--- src/rtl/program_loader.sv ---
// Boot-time loader: turns a little-endian byte stream (32-bit word-count header, then N words)
// into consecutive instruction-memory writes, then releases the core or flags an oversize image.
module program_loader #(
  parameter int unsigned DEPTH = 64,
  parameter int unsigned CNT_W = 16
) (
  input  logic             clk,
  input  logic             rst_n,
  input  logic [7:0]       rx_data,
  input  logic             rx_valid,
  output logic             rx_ready,
  output logic             imem_we,
  output logic [63:0]      imem_waddr,
  output logic [31:0]      imem_wdata,
  output logic             core_run,
  output logic             load_error,
  output logic [CNT_W-1:0] words_loaded
);

  typedef enum logic [2:0] {HDR, DATA, WRITE, DONE, ERROR} state_t;

  state_t           state, state_next;
  logic [1:0]       byte_cnt;
  logic [31:0]      n_words;
  logic [CNT_W-1:0] count;
  logic             take;
  logic [31:0]      hdr_full;

  // rx_ready is forced low while reset is held, so only the state decode matters afterwards.
  assign rx_ready     = rst_n & ((state == HDR) | (state == DATA));
  assign take         = rx_valid & rx_ready;
  assign hdr_full     = {rx_data, n_words[23:0]};
  assign imem_we      = (state == WRITE);
  assign core_run     = (state == DONE);
  assign load_error   = (state == ERROR);
  assign words_loaded = count;
  assign imem_waddr   = {{(64 - CNT_W - 2){1'b0}}, count, 2'b00};

  always_comb begin
    state_next = state;
    unique case (state)
      HDR: begin
        if (take && byte_cnt == 2'd3) begin
          if (hdr_full == 32'd0)       state_next = DONE;
          else if (hdr_full > DEPTH)   state_next = ERROR;
          else                         state_next = DATA;
        end
      end
      DATA: begin
        if (take && byte_cnt == 2'd3) state_next = WRITE;
      end
      WRITE: begin
        if (32'(count) + 32'd1 == n_words) state_next = DONE;
        else                                state_next = DATA;
      end
      DONE:    state_next = DONE;
      ERROR:   state_next = ERROR;
      default: state_next = HDR;
    endcase
  end

  always_ff @(posedge clk or negedge rst_n) begin
    if (!rst_n) begin
      state      <= HDR;
      byte_cnt   <= '0;
      n_words    <= '0;
      count      <= '0;
      imem_wdata <= '0;
    end else begin
      state <= state_next;
      if (take) begin
        byte_cnt <= byte_cnt + 2'd1;
        // Lanes are filled in place; all four are rewritten before the word is presented.
        if (state == HDR) n_words[8*byte_cnt +: 8]    <= rx_data;
        else              imem_wdata[8*byte_cnt +: 8] <= rx_data;
      end
      if (state == WRITE) count <= count + 1'b1;
    end
  end

endmodule

--- config.mk ---
export PLATFORM = sky130hd
export DESIGN_NAME = program_loader
export DESIGN_NICKNAME = d
export VERILOG_FILES = /design/src/rtl/program_loader.sv
export SDC_FILE = /design/constraint.sdc
export NUM_CORES = 1
export LEC_CHECK = 0
export ABC_CLOCK_PERIOD_IN_PS = 4300
export BUFFER_PORTS_ARGS = -buffer_cell sky130_fd_sc_hd__buf_4
export CORE_MARGIN = 1.5
export CORE_UTILIZATION = 50
export CTS_BUF_LIST = sky130_fd_sc_hd__clkbuf_16
export CTS_CLUSTER_DIAMETER = 200
export CTS_CLUSTER_SIZE = 10
export DETAILED_ROUTE_END_ITERATION = 8
export MAX_ROUTING_LAYER = met4
export PLACE_DENSITY = 0.73
export SLEW_MARGIN = 20
export SYNTH_ARGS = -nofsm -noshare
export SYNTH_HDL_FRONTEND = slang
export SYNTH_SLANG_ARGS = --single-unit
export TNS_END_PERCENT = 30
--- constraint.sdc ---
create_clock -name clk -period 4.3 [get_ports clk]
set_clock_uncertainty 0.1 [all_clocks]
set_input_delay 0.86 -clock clk [delete_from_list [all_inputs] [get_ports clk]]
set_output_delay 0.86 -clock clk [all_outputs]
set_load 0.01 [all_outputs]
Word level (Yosys, flattened, before mapping)
Index checks and enable logic that the tools add are counted.
Word-level totals
  register bits: 85
  output and inout port bits: 116
  word-level logic and storage cells: 38
  input bits: 11
Operators by class
  shift operators: 2
  bitwise gates (word level): 4
  eq/ne operators: 8
  reduce and logical (&&, ||, !) cells: 6
  multiplexer cells: 8
  $add $sub $neg: 4
  order comparisons: 1
Operator list (number)
  32-bit bitwise mux: 2
  5-bit negation with 34-bit output: 1
  8-bit by 34-bit variable shift with 32-bit output (first input constant): 1
  8-bit by 34-bit indexed part select with 32-bit output: 1
  17-bit by 32-bit equality test with 1-bit output: 1
  32-bit by 7-bit greater-than comparator with 1-bit output (second input constant): 1
  32-bit zero test: 1
  16-bit by 1-bit adder with 17-bit output (second input constant): 1
  16-bit by 1-bit adder with 16-bit output (second input constant): 1
  3-bit case mux with 5 select lines: 1
  3-bit two-way mux: 4
  3-bit by 2-bit equality test with 1-bit output (second input constant): 2
  2-bit AND reduction: 3
  2-bit by 1-bit inequality test with 1-bit output (second input constant): 2
  3-bit by 1-bit equality test with 1-bit output (second input constant): 1
  3-bit equality test (second input constant): 1
  3-bit zero test: 1
  2-bit by 1-bit adder with 2-bit output (second input constant): 1
  1-bit bitwise AND: 2
  2-bit equality test (second input constant): 1
  2-bit two-way mux: 1
  1-bit logical AND: 1
  1-bit NOT: 1
  1-bit OR: 1

Longest topological paths before layout
  depth in word-level cells: 7
  gate-level depth with buffers: 7
  depth with buffers taken out: 7

Worst setup path after synthesis
OpenSTA, ideal clock, no wires.
  path type: input -> output
  start point: input port rst_n
  end point: output port rx_ready
  buffers on the path: 0
  arrival: 1.201 ns
  data required time: 3.340 ns
  stages on the path: 1
  path slack: 2.139 ns
  path through: nor3b_1
On the way
  word-level cells in the longest chain between the ends: 1
RTL lines
  start, declared: line 8  | input logic rst_n,
  1-bit bitwise AND: line 30  | assign rx_ready = rst_n & ((state == HDR) | (state == DATA));
  end, declared: line 11  | output logic rx_ready,
Every way passes these cells.

Final worst setup path
Ends and elaborated chain as after synthesis.

==> reports/results.tsv <==
stage	metric	value	unit
detailed_routing	drc violations	11	
grt	GRT Total Usage	22.1	%
timing	FMAX	0.358	GHz
layout	ANT cells	0	
worst_setup_path	crit end category	output port	
cts	post-CTS setup buffers	0	
die	Die Y	98.6	um
synthesis	Post-Synth Adder-Cell Area	1.92	%
worst_hold_path	hold path endpoint	n_words[26]$_DFFE_PN0P_	
synthesis	XOR/XNOR Fraction of Synth Area	7.66	%
worst_setup_path	CP cell instances	buf_4 > nor3b_1 > buf_4	
synthesis	largest family of logic cells by synthesized area	simple AND/OR/NAND/NOR gates	
worst_hold_path	hold path startpoint	n_words[26]$_DFFE_PN0P_	
cts	hold_buf cts	0	
synthesis	Post-synth ARST share	100	%
synthesis	Unique masters post-synth	43	
detailed_routing	initial drt markers	236	
timing	max-slew violation count	0	
die	die area	0.00972	mm^2
timing	final period utilization	64.9	%
worst_hold_path	Worst Hold Depth	2	
synthesis	Post-Synth Simple-Gate Area	20.4	%
synthesis	Mean Syn Cell Area	9.10	um^2
power_and_ir_drop	VDD IR max	268	uV
worst_setup_path	RR Startpoint	byte_cnt[0]$_DFFE_PN0P_	
timing	setup TNS	0	ps
synthesis	EDFF count, synth	0	
cts	post_cts resized	0	
detailed_routing	Wirelength per Cell	14.9	um
worst_setup_path	Worst Path Max Fanout	43	
cts	clock tree buffer depth	2	
grt	GR Overflow Total	0	
place	routability-driven placement congestion ratio	0.917	
synthesis	post-synthesis cell count	502	
synthesis	#FFs+latches synth	85	
synthesis	Post-Synthesis Cell Area	0.00457	mm^2
worst_setup_path	CP Class	input pin to output port	
detailed_routing	post-route ant nets	0	
grt	first-pass GRT wire length	16500	um
synthesis	post-synthesis sequential area ratio	46.5	%
worst_setup_path	WP data arrival	1830	ps
status	run status	complete, but fails checks	
synthesis	proportion of synthesized area in mux cells	0.657	%
grt	initial antenna violation count	0	
synthesis	Compound-Gate Fraction of Synth Area	10.1	%
layout	share of layout cells above drive strength 1	18.7	%
detailed_routing	WL final	10000	um
cts	Clock Pin Slew Worst Setup and Hold Paths	60	ps
worst_hold_path	HP Class	flop to flop	
synthesis	Ys Warns	0	
worst_setup_path	CP startpoint kind	input pin	
worst_setup_path	Worst Path Buf+Inv	2	
synthesis	Synth Flop Type	dfrtp_1	
cts	# H-tree levels	3	
detailed_routing	Vias	3509	
die	IO Count	127	
grt	vias in the first global route	3274	
grt	largest net degree at the start of global routing	47	
worst_setup_path	R2R depth	5	
status	failing checks	design-rule violations	
timing	final setup fails	0	
die	area of the core	0.00881	mm^2
cts	Sink Count	85	
layout	final net count	576	
detailed_routing	DR vias/cell	5.23	
worst_setup_path	worst reg2reg path endpoint	imem_wdata[3]$_DFFE_PN0P_	
timing	Hold Fails Final Rpt	0	
detailed_routing	drt pass-1 iters	7	
die	Die Span X	98.6	um
timing	min cycle time layout	2790	ps
worst_setup_path	Stages on worst setup path	3	
power_and_ir_drop	PwrDens	477	mW/mm^2
worst_setup_path	R2R Setup Slk	1960	ps
worst_setup_path	Critical-path top delay cell	buf_4	
cts	cts bufs inserted	9	
cts	worst skew pair latency	330	ps
cts	CTS tree	yes	
place	HPWL Detailed	7300	um
worst_setup_path	Worst path max stage delay	440	ps
power_and_ir_drop	Overall Power	0.00251	W
die	initial core utilization	51.9	%
worst_setup_path	CP required	3340	ps
worst_setup_path	most used cell, CP	buf_4	
cts	root buf cell	clkbuf_16	
power_and_ir_drop	Static Leak	2.59	nW
layout	Layout area overhead	15.3	%
place	# port buffers	78	
timing	Slew HR	40.8	%
die	row cnt	34	
timing	RSZ-0062 raised after global routing	no	
worst_setup_path	CP top delay family	buffers and inverters	
timing	worst slew pin tran	886	ps
run	max_cap viols	0	
## logic make-up (layout without fill, tap and decap cells)
kind of cell,Yosys count,in the layout
compound gates,85,85
fa+ha+maj,7,7
simple gates,194,194
xor+xnor,40,40
buf+inv,87,101
flops,85,85
mux,3,3
other cells,1,48
## worst reg2reg max path, delay by kind of cell, from the launching register on
kind                     cells  cell delay (ps)
AND/OR/NAND/NOR              2              920
flip-flops                   1              460
AO/OA/AOI/OAI                1              220
buffers and inverters        1              170
adder cells (fa/ha/maj)      1              380
## cell usage after synthesis, types with 4 or more instances
library cell	number	area [um^2]
xnor2_1	23	201
clkbuf_1	9	33.8
o21ai_0	70	350
dfrtp_1	85	2130
buf_2	4	20.0
ha_1	7	87.6
clkbuf_2	4	20.0
nor3b_1	4	30.0
and3_1	4	25.0
nor4_1	11	68.8
nand3_1	7	35.0
inv_1	6	22.5
nor3_1	11	55.1
nand2_1	123	462
xor2_1	17	149
buf_4	64	480
nor2_1	16	60.1
nand4_1	4	25.0
## stage by stage
step | util, % | hold slack [ps] | area (um^2) | setup WS [ps] | cells
3_5_place_dp | 55.9 | 371 | 4920 | 1500 | 655
3_3_place_gp | 55.9 | 362 | 4920 | 1540 | 655
6_report | 59.8 | 384 | 5270 | 1510 | 671
5_1_grt | 59.8 | 401 | 5270 | 1410 | 671
4_1_cts | 59.8 | 387 | 5270 | 1490 | 671
2_1_floorplan | - | 350 | 4750 | 2140 | 549
## flip-flops by register name (all words and copies together) (netlist names)
signal,flops
imem_wdata,32
n_words,32
words_loaded,16
state,3
byte_cnt,2
## layout by cell type, fill, tap and decap left out, types with 2 or more instances in the layout
cell type,instances
dfrtp_1,85
conb_1,48
nor3b_1,4
nor2_1,16
mux2i_1,3
buf_4,79
or3_1,2
ha_1,7
inv_1,6
nor4_1,11
nor4_2,2
xnor2_1,23
a21oi_1,3
nand3_1,7
nand4_4,2
xor2_1,17
nand2_1,123
and3_1,4
a2111oi_0,2
nor3_1,11
clkbuf_16,9
nand4_1,4
o21ai_0,70
bufinv_16,3
## worst max path at each step
stage,start,to,slack (ps)
finish,rst_n,rx_ready,1510
global route,rst_n,rx_ready,1410
CTS,rst_n,rx_ready,1490
detailed placement,rst_n,rx_ready,1500
global placement,rst_n,rx_ready,1540
floorplan,rst_n,rx_ready,2140
## layer usage
| layer | up-vias | global-route usage [%] | routed length (um) |
|---|---|---|---|
| met1 | 1660 | 28.9 | 4380 |
| li1 | 1699 | - | - |
| met5 | - | - | 0 |
| met4 | 0 | 8.13 | 263 |
| met3 | 23 | 3.90 | 596 |
| met2 | 127 | 34.8 | 4760 |
## area by class of cell
class | instances | area (um^2)
fillers | 799 | 3540
flip-flops and latches | 85 | 2130
multi-input cells | 377 | 2040
repair buffers | 79 | 593
clock buffers | 9 | 225
well taps | 108 | 135
clock inverters | 7 | 123
inverters | 6 | 22.5
## where the power goes
part	internal [W]	switching, W	total (W)
sequential	0.000911	0.000106	0.00102
clock	0.000572	0.000326	0.000897
combinational	0.000227	0.000373	0.000599
total	0.00171	0.000805	0.00251
Power figures use the tool's default switching activity.
